### src/rtl/alu_arbiter_if.sv
// alu_arbiter_if: request/response bundle between two ALU requesters, the
// arbiter and the result consumer.
//   req0/req1, op0/op1, a0/a1, b0/b1 : requester side (master drives)
//   gnt0/gnt1                        : one-cycle grant pulses (slave drives)
//   rsp_valid/rsp_ready              : result handshake
//   rsp_id, rsp_data                 : owner and value of the current result
//   busy, op_count                   : status
interface alu_arbiter_if #(
   parameter int unsigned WIDTH    = 15,
   parameter int unsigned OP_WIDTH = 3
);
   logic                req0;
   logic                req1;
   logic [OP_WIDTH-1:0] op0;
   logic [OP_WIDTH-1:0] op1;
   logic [WIDTH-1:0]    a0;
   logic [WIDTH-1:0]    a1;
   logic [WIDTH-1:0]    b0;
   logic [WIDTH-1:0]    b1;
   logic                gnt0;
   logic                gnt1;
   logic                rsp_valid;
   logic                rsp_ready;
   logic                rsp_id;
   logic [WIDTH:0]      rsp_data;
   logic                busy;
   logic [7:0]          op_count;

   modport slave (
      input  req0, req1, op0, op1, a0, a1, b0, b1, rsp_ready,
      output gnt0, gnt1, rsp_valid, rsp_id, rsp_data, busy, op_count
   );

   modport master (
      output req0, req1, op0, op1, a0, a1, b0, b1, rsp_ready,
      input  gnt0, gnt1, rsp_valid, rsp_id, rsp_data, busy, op_count
   );
endinterface

### src/rtl/alu_arbiter.sv
// alu_arbiter: round-robin arbiter that shares one ALU between two
// requesters. A grant is issued only in IDLE, the winner's operands are
// captured, the result is computed in EXEC and presented in RESP until the
// consumer accepts it.
//   clk   : single clock, rising edge
//   rst_n : synchronous active-low reset
//   bus   : alu_arbiter_if slave port (requests, grants, response, status)
module alu_arbiter #(
   parameter int unsigned WIDTH    = 15,
   parameter int unsigned OP_WIDTH = 3
) (
   input logic          clk,
   input logic          rst_n,
   alu_arbiter_if.slave bus
);

   localparam int unsigned RES_W = WIDTH + 1;

   typedef enum logic [1:0] {
      IDLE = 2'd0,
      EXEC = 2'd1,
      RESP = 2'd2
   } state_e;

   state_e              state_q;
   logic                ptr_q;        // port that wins when both request
   logic [OP_WIDTH-1:0] op_q;
   logic [WIDTH-1:0]    a_q;
   logic [WIDTH-1:0]    b_q;
   logic                id_q;
   logic                rsp_valid_q;
   logic [RES_W-1:0]    rsp_data_q;
   logic [7:0]          op_count_q;
   logic [7:0]          op_count_d;

   logic                win_c;
   logic                gnt_any_c;
   logic [RES_W-1:0]    a_x_c;
   logic [RES_W-1:0]    b_x_c;
   logic [RES_W-1:0]    alu_c;

   // Arbitration: a lone requester wins, otherwise the pointer decides.
   // Reset gates the grant so nothing is issued while rst_n is low.
   always_comb begin
      gnt_any_c = rst_n && (state_q == IDLE) && (bus.req0 || bus.req1);
      if (bus.req0 && bus.req1) begin
         win_c = ptr_q;
      end else begin
         win_c = bus.req1;
      end
   end

   assign bus.gnt0 = gnt_any_c && !win_c;
   assign bus.gnt1 = gnt_any_c &&  win_c;

   // ALU on zero-extended captured operands; unknown opcodes yield 0.
   always_comb begin
      a_x_c = {1'b0, a_q};
      b_x_c = {1'b0, b_q};
      case (op_q)
         OP_WIDTH'(1): alu_c = a_x_c + b_x_c;
         OP_WIDTH'(2): alu_c = a_x_c - b_x_c;
         OP_WIDTH'(3): alu_c = a_x_c & b_x_c;
         OP_WIDTH'(4): alu_c = a_x_c | b_x_c;
         OP_WIDTH'(5): alu_c = a_x_c ^ b_x_c;
         default:      alu_c = '0;
      endcase
   end

   // Saturating completion count.
   assign op_count_d = (op_count_q == 8'hFF) ? op_count_q : op_count_q + 8'd1;

   // Control FSM and all registered state.
   always_ff @(posedge clk) begin
      if (!rst_n) begin
         state_q     <= IDLE;
         ptr_q       <= 1'b0;
         op_q        <= '0;
         a_q         <= '0;
         b_q         <= '0;
         id_q        <= 1'b0;
         rsp_valid_q <= 1'b0;
         rsp_data_q  <= '0;
         op_count_q  <= 8'd0;
      end else begin
         case (state_q)
            IDLE: begin
               if (gnt_any_c) begin
                  op_q    <= win_c ? bus.op1 : bus.op0;
                  a_q     <= win_c ? bus.a1  : bus.a0;
                  b_q     <= win_c ? bus.b1  : bus.b0;
                  id_q    <= win_c;
                  ptr_q   <= ~win_c;
                  state_q <= EXEC;
               end
            end
            EXEC: begin
               rsp_data_q  <= alu_c;
               rsp_valid_q <= 1'b1;
               state_q     <= RESP;
            end
            RESP: begin
               if (bus.rsp_ready) begin
                  rsp_valid_q <= 1'b0;
                  op_count_q  <= op_count_d;
                  state_q     <= IDLE;
               end
            end
            default: state_q <= IDLE;
         endcase
      end
   end

   assign bus.rsp_valid = rsp_valid_q;
   assign bus.rsp_id    = id_q;
   assign bus.rsp_data  = rsp_data_q;
   assign bus.busy      = (state_q != IDLE);
   assign bus.op_count  = op_count_q;

endmodule

### src/flat_wrapper.sv
// flat-port wrapper written by rule: the top's interface ports become plain ports
module alu_arbiter_flat 
#(
   parameter int unsigned WIDTH    = 15,
   parameter int unsigned OP_WIDTH = 3
)
  (clk, rst_n, bus_req0, bus_req1, bus_op0, bus_op1, bus_a0, bus_a1, bus_b0, bus_b1, bus_rsp_ready, bus_gnt0, bus_gnt1, bus_rsp_valid, bus_rsp_id, bus_rsp_data, bus_busy, bus_op_count);
  alu_arbiter_if #(.WIDTH(WIDTH), .OP_WIDTH(OP_WIDTH)) bus_i ();
  input logic clk;
  input logic rst_n;
  input wire logic [$bits(bus_i.req0)-1:0] bus_req0;
  input wire logic [$bits(bus_i.req1)-1:0] bus_req1;
  input wire logic [$bits(bus_i.op0)-1:0] bus_op0;
  input wire logic [$bits(bus_i.op1)-1:0] bus_op1;
  input wire logic [$bits(bus_i.a0)-1:0] bus_a0;
  input wire logic [$bits(bus_i.a1)-1:0] bus_a1;
  input wire logic [$bits(bus_i.b0)-1:0] bus_b0;
  input wire logic [$bits(bus_i.b1)-1:0] bus_b1;
  input wire logic [$bits(bus_i.rsp_ready)-1:0] bus_rsp_ready;
  output wire logic [$bits(bus_i.gnt0)-1:0] bus_gnt0;
  output wire logic [$bits(bus_i.gnt1)-1:0] bus_gnt1;
  output wire logic [$bits(bus_i.rsp_valid)-1:0] bus_rsp_valid;
  output wire logic [$bits(bus_i.rsp_id)-1:0] bus_rsp_id;
  output wire logic [$bits(bus_i.rsp_data)-1:0] bus_rsp_data;
  output wire logic [$bits(bus_i.busy)-1:0] bus_busy;
  output wire logic [$bits(bus_i.op_count)-1:0] bus_op_count;
  assign bus_i.req0 = bus_req0;
  assign bus_i.req1 = bus_req1;
  assign bus_i.op0 = bus_op0;
  assign bus_i.op1 = bus_op1;
  assign bus_i.a0 = bus_a0;
  assign bus_i.a1 = bus_a1;
  assign bus_i.b0 = bus_b0;
  assign bus_i.b1 = bus_b1;
  assign bus_i.rsp_ready = bus_rsp_ready;
  assign bus_gnt0 = bus_i.gnt0;
  assign bus_gnt1 = bus_i.gnt1;
  assign bus_rsp_valid = bus_i.rsp_valid;
  assign bus_rsp_id = bus_i.rsp_id;
  assign bus_rsp_data = bus_i.rsp_data;
  assign bus_busy = bus_i.busy;
  assign bus_op_count = bus_i.op_count;
  alu_arbiter #(.WIDTH(WIDTH), .OP_WIDTH(OP_WIDTH)) u_core (.clk(clk), .rst_n(rst_n), .bus(bus_i));
endmodule
### config.mk
export PLATFORM = sky130hd
export DESIGN_NAME = alu_arbiter_flat
export DESIGN_NICKNAME = d
export VERILOG_FILES = /design/src/rtl/alu_arbiter_if.sv /design/src/rtl/alu_arbiter.sv /design/src/flat_wrapper.sv
export SDC_FILE = /design/constraint.sdc
export NUM_CORES = 1
export LEC_CHECK = 0
export CAP_MARGIN = 20
export CORE_MARGIN = 8
export CORE_UTILIZATION = 40
export DETAILED_ROUTE_END_ITERATION = 8
export GPL_ROUTABILITY_DRIVEN = 0
export PLACE_DENSITY = 0.74
export SYNTH_ARGS = -nofsm -noshare
export SYNTH_HDL_FRONTEND = slang
export SYNTH_SLANG_ARGS = --single-unit
export TNS_END_PERCENT = 30
### constraint.sdc
create_clock -name clk -period 4.5 [get_ports clk]
set_input_delay 0.45 -clock clk [delete_from_list [all_inputs] [get_ports clk]]
set_output_delay 0.45 -clock clk [all_outputs]
set_load 0.005 [all_outputs]
==> impl_metrics.yaml <==
drt:
  dr.first_iter.drc_count: 330
  wl_per_cell_um: 15.6
  drt_wl_total_mm: 12.2
  viasPerCell: 5.56
  num_vias: 4334
  drc_errors: 0
  first_pass_iters: 5
  postRouteAntennaNets: 0
min_path:
  hp-class: "flip-flop to flip-flop"
  worstHoldStart: "u_core.bus.rsp_data[1]"
critical_path:
  slowest_stage: "nor3_1"
  ff2ff_path_depth: 11
  critPathMaxFanout: 8
  crit_chain: "inv_1 -> nor3_1 -> nor2_1 -> xnor2_1 -> ha_1 -> a21oi_1 -> inv_1 -> o31ai_1 -> nand2b_1 -> and4b_1 -> o31a_1"
  regToRegStartpoint: "u_core.op_q[1]"
  crit_start: "u_core.op_q[1]"
  cp.required_ns: 4.72
  setup.worst_path.end: "u_core.bus.rsp_data[11]"
  critical_path_class: "flip-flop to flip-flop"
  cp-end-kind: "flip-flop"
  r2r_end: "u_core.bus.rsp_data[11]"
  r2r_slack_ns: 0.89
  start_kind: "flip-flop"
  slowest_delay_ns: 0.68
  arrival_ns: 3.83
  crit_top_cell: "inv_1"
cells_and_area:
  nets: 753
  final_area_mm2: 0.00589
  antenna_cells: 0
  fin_cells: 780
  fin_util_pct: 52.3
  fill_cells: 1009
  syn2layout_area_growth_pct: 29.5
  drive_gt1_share_pct: 4.55
die:
  rows: 39
  io_pins: 100
  dieWidth_um: 123
  dieArea_mm2: 0.0150
  die_y_um: 123
  initial_core_util_pct: 40.4
  coreArea_mm2: 0.0113
sta:
  worst_pin_slew_ns: 1.11
  fin_crit_ns: 3.61
  skew_ns: 0.00542
  hold_viol_final: 0
  fin_crit_sh_pct: 80.3
  relSlewSlack_pct: 25.8
  max_freq_mhz: 277
  setup_viol: 0
  rsz0062_at_grt: "false"
  finalMaxSlewViolations: 0
  fin_setup_tns_ns: 0
synthesis:
  synthArstFlopShare_pct: 0
  synthCells: 551
  synth_area_mm2: 0.00455
  synth_top_area_share_pct: 27.3
  ys_warn_count: 0
  yosys-top-cells-count: "dfxtp_1, nor2_1, ha_1"
  synth_ff_type: "dfxtp_1"
  ys_top_cells_by_area: "dfxtp_1, ha_1, mux2i_1"
  syn_area_per_cell_um2: 8.26
  synth-seq-cells: 62
  synth_cell_types: 60
  synth_nets: 670
  synth-edff-count: 0
  synth_top_cell_by_area: "dfxtp_1"
  yosysSeqAreaShare_pct: 27.3
clock_tree:
  cts_tree: "done"
  clkTransAtPathRegs_ns: 0.05
  clk_path_buf_depth: 2
  cts_hold_buf: 0
  clock_sinks: 62
  cts_inserted_buffers: 9
  cts_root_buf: "clkbuf_16"
  h-tree-depth: 3
  insertion_delay_ns: 0.33
  postCtsSetupRepairBufs: 0
  cts_resized: 0
run_status:
  status: "completed"
global_route:
  grtUsageTotal_pct: 16.4
  grt_pass1_wl_mm: 20.2
  antenna_found_initial: 0
  grt.overflow.total: 0
  grt_max_degree: 70
  grt_pass1_vias: 4179
placed_design:
  hpwl_mm: 9.72
  portBuffers: 99
  placed_area_mm2: 0.00564
  placedCellCount: 766
power:
  vdd_drop_max_mv: 0.150
  power.total_mw: 2.02
  leakage_nw: 2.36
  power_density_mw_per_mm2: 343
flow_run:
  max_cap_violations: 0
## stage by stage
step	worst slack [ns]	hold WS, ns
finish	0.887	0.458
global route	0.630	0.510
CTS	1.00	0.463
detailed placement	1.01	0.456
global placement	1.21	0.446
floorplan	1.36	0.453
## worst min path at each step
stage / endpoint / slack [ns] / cells after the start
after floorplan: u_core.bus.rsp_data[1] / 0.45 / 2
final: u_core.bus.rsp_data[1] / 0.46 / 2
after CTS: u_core.bus.rsp_data[1] / 0.46 / 2
after global placement: u_core.bus.rsp_data[1] / 0.45 / 2
after global routing: u_core.bus.rsp_data[1] / 0.51 / 2
after detailed placement: u_core.bus.rsp_data[1] / 0.46 / 2
## report_power, final
group	switching (mW)	internal (mW)
logic	0.411	0.354
registers	0.0556	0.592
clock network	0.230	0.379
total	0.697	1.32
## placed cells by master, fill, tap and decap left out, types with 5 or more instances in the layout
cell type	n
clkdlybuf4s50_1	99
xnor2_1	21
buf_4	6
o22ai_1	16
a221oi_1	5
clkbuf_16	9
nor2b_1	7
nand3_1	11
a21oi_1	30
a31oi_1	5
or3_1	7
nor2_1	62
a21o_1	5
ha_1	47
a22oi_1	17
nor3_1	13
dfxtp_1	62
nand2b_1	6
mux2i_1	38
inv_1	43
o21ai_0	16
nand2_1	16
a211oi_1	35
## per-layer routing
layer	wire length [um]	vias to the layer above	track usage [%]	part of all wire, %
li1	-	2171	-	-
met1	5690	2013	21.6	47
met2	5580	133	25.5	46
met3	708	17	3.73	5.8
met4	216	0	6.17	1.8
met5	0	-	0	0
## registers in the layout, summed over array words and instances (netlist names)
register              cells
u_core.a_q               15
u_core.b_q               15
u_core.bus.op_count       8
u_core.bus.rsp_data      16
u_core.bus.rsp_id         1
u_core.bus.rsp_valid      1
u_core.op_q               3
u_core.ptr_q              1
u_core.state_q            2
## critical path, delay by kind of cell (launching register included)
family / cells / cell delay [ns]
XOR/XNOR: 1 / 0.16
AND/OR/NAND/NOR: 4 / 1.23
adder cells (fa/ha/maj): 1 / 0.34
flip-flops: 1 / 0.47
AO/OA/AOI/OAI: 3 / 1.02
buffers and inverters: 2 / 0.27
## layout make-up
class / count / area, um^2 / area share, %
repair buffers: 105 / 1040 / 17.6
inverters: 44 / 165 / 2.80
flip-flops and latches: 62 / 1240 / 21.1
well taps: 143 / 179 / 3.04
clock buffers: 12 / 246 / 4.18
multi-input cells: 412 / 3020 / 51.2
clock inverters: 2 / 10.0 / 0.170
## logic make-up after synthesis
kind of cell / count (synthesis) / synth area share [%]
fa+ha+maj: 48 / 13.4
compound gates: 159 / 24.1
simple gates: 141 / 15.0
flops: 62 / 27.3
mux: 40 / 8.85
buf+inv: 77 / 6.79
xor+xnor: 24 / 4.62
Note: power is estimated with default switching activity, not from simulation.
==> RTL edit, RTL diff (same settings) <==
The 3 states of `state_e` get a one-hot encoding in 3 bits.
--- a/src/rtl/alu_arbiter.sv
+++ b/src/rtl/alu_arbiter.sv
@@ -17,8 +17,8 @@
    localparam int unsigned RES_W = WIDTH + 1;
 
-   typedef enum logic [1:0] {
-      IDLE = 2'd0,
-      EXEC = 2'd1,
-      RESP = 2'd2
+   typedef enum logic [2:0] {
+      IDLE = 3'b001,
+      EXEC = 3'b010,
+      RESP = 3'b100
    } state_e;
 
Check against the original RTL: same outputs for any inputs over 10 cycles, from zero or initial values and one cycle with rst_n low; not proved beyond that.
==> RTL edit against the unedited design <==
Non-clock buffer count up 1; routed wire length up 5.8%; critical path depth unchanged; design area is 3.7% lower; critical path type unchanged; combinational power decreased by 7.3%; largest cell class unchanged; power decreased by 9.2%; sequential cell count up 1; synthesized area fell by 2.1%; setup slack better by 0.031 ns; clock power down 19%.
==> RTL edit: results (changes against the unedited design) <==
Seq/Total Area, Yosys 0.283 (+0.0103); fraction of layout cells with a size suffix above 1 0.0607 (+0.0152); Unique masters post-synth 65 (+8.3%); HPWL Detailed 9.62 mm (-1.1%); number of global-route vias before repair 4112 (-1.6%); DP Worst Slack 1.05 ns (+0.0406 ns); maximum number of pins on one net before global-route repair 65 (-7.1%); buffer cell driving the clock tree root clkbuf_8; post-synth net total 619 (-7.6%); Critical Path Fanout Max 10 (+2); DRC violation total after the first TritonRoute iteration 421 (+28%); via count normalized by instance count 5.80 (+4.5%); transition time of the tightest slew-check pin 0.890 ns (-0.221 ns); clock transition at the registers of the reported paths 0.07 ns (+0.02 ns); Worst Path Arrival 3.79 ns (-0.04 ns); router iterations before antenna repair 8 (+3); top cells by area, synth dfxtp_1, ha_1, a222oi_1; Worst setup SP type flip-flop; leakage dissipation 0.00216 uW (-8.7%); per-instance average area after synthesis 8.91 sq um (+7.9%); status completed; top cells by count, synth dfxtp_1, ha_1, inv_1, nor2b_1, nand2_1; cell count after placement 717 (-6.4%); worst-case clock buffer depth 2 (unchanged); total of fill cells in the finished design 961 (-4.8%); Final Net Count 707 (-6.1%); Final Skew 0.00630 ns (+0.000886 ns)
==> RTL edit: changes by cell type after synthesis, sizes merged, moves of 15 or more <==
cell / unedited run / this run
a222oi: 0 / 33
a21oi: 30 / 15
nand2: 16 / 34
nor2b: 8 / 42
mux2i: 38 / 4
a211oi: 36 / 2
nor2: 62 / 14
==> RTL edit: path summary, 6_finish.rpt <==
check | slack, ns | end | cells past startpoint
worst max-delay path | 0.92 | u_core.bus.rsp_data[14]$_SDFFE_PN0P_ | 11
worst min-delay path | 0.48 | u_core.bus.rsp_data[1]$_SDFFE_PN0P_ | 2
worst max register to register | 0.92 | u_core.bus.rsp_data[14]$_SDFFE_PN0P_ | 11
worst min register to register | 0.48 | u_core.bus.rsp_data[1]$_SDFFE_PN0P_ | 2
==> RTL edit: logic make-up (layout without fill, tap and decap cells) <==
kind of cell               Yosys count  after routing  share of synthesized area
AOI/OAI and AO/OA                  148            148                      0.265
and+or+nand+nor                    139            139                      0.175
buffers and inverters               70            163                     0.0764
DFF                                 63             63                      0.283
adders and majority gates           48             48                      0.136
xor gates and xnor gates            28             28                     0.0550
muxes                                4              4                    0.00899
==> RTL edit: power groups by stage <==
stage | clock network, uW | registers [uW] | logic (uW)
after detailed placement | 0 | 646 | 697
after global placement | 0 | 645 | 672
after CTS | 501 | 634 | 701
final | 492 | 634 | 709
after floorplan | 0 | 626 | 525
after global routing | 528 | 638 | 777
==> RTL edit: area by class of cell <==
class / instances / share of cell area
inverters: 41 / 0.0271
repair buffers: 106 / 0.184
clock buffers: 11 / 0.0231
clock inverters: 5 / 0.0104
multi-input cells: 367 / 0.503
flip-flops and latches: 63 / 0.222
well taps: 140 / 0.0309
==> RTL edit: per-layer routing <==
layer  vias to the layer above  track usage  part of all wire
li1                       2039            -                 -
met1                      2050        0.200              0.42
met2                       146        0.301              0.51
met3                        20       0.0342             0.051
met4                         0       0.0578             0.018
met5                         -            0                 0
==> RTL edit: metrics by stage <==
step / hold WS, ns / util / area [sq um] / power (uW)
floorplan: 0.450 / - / 4460 / 1150
global placement: 0.447 / 0.505 / 5480 / 1320
detailed placement: 0.465 / 0.506 / 5490 / 1340
CTS: 0.480 / 0.524 / 5680 / 1840
global route: 0.494 / 0.524 / 5680 / 1940
finish: 0.478 / 0.524 / 5680 / 1830
==> RTL edit: critical path, stage by stage, from the launching register on <==
cell	delay [ns]
dfxtp_1	0.58
inv_1	0.15
nor3_1	0.75
nor2_1	0.14
xnor2_1	0.18
ha_1	0.34
nor2b_4	0.15
o31ai_1	0.34
a21oi_1	0.26
a311oi_1	0.32
xor2_1	0.17
o21ai_0	0.09
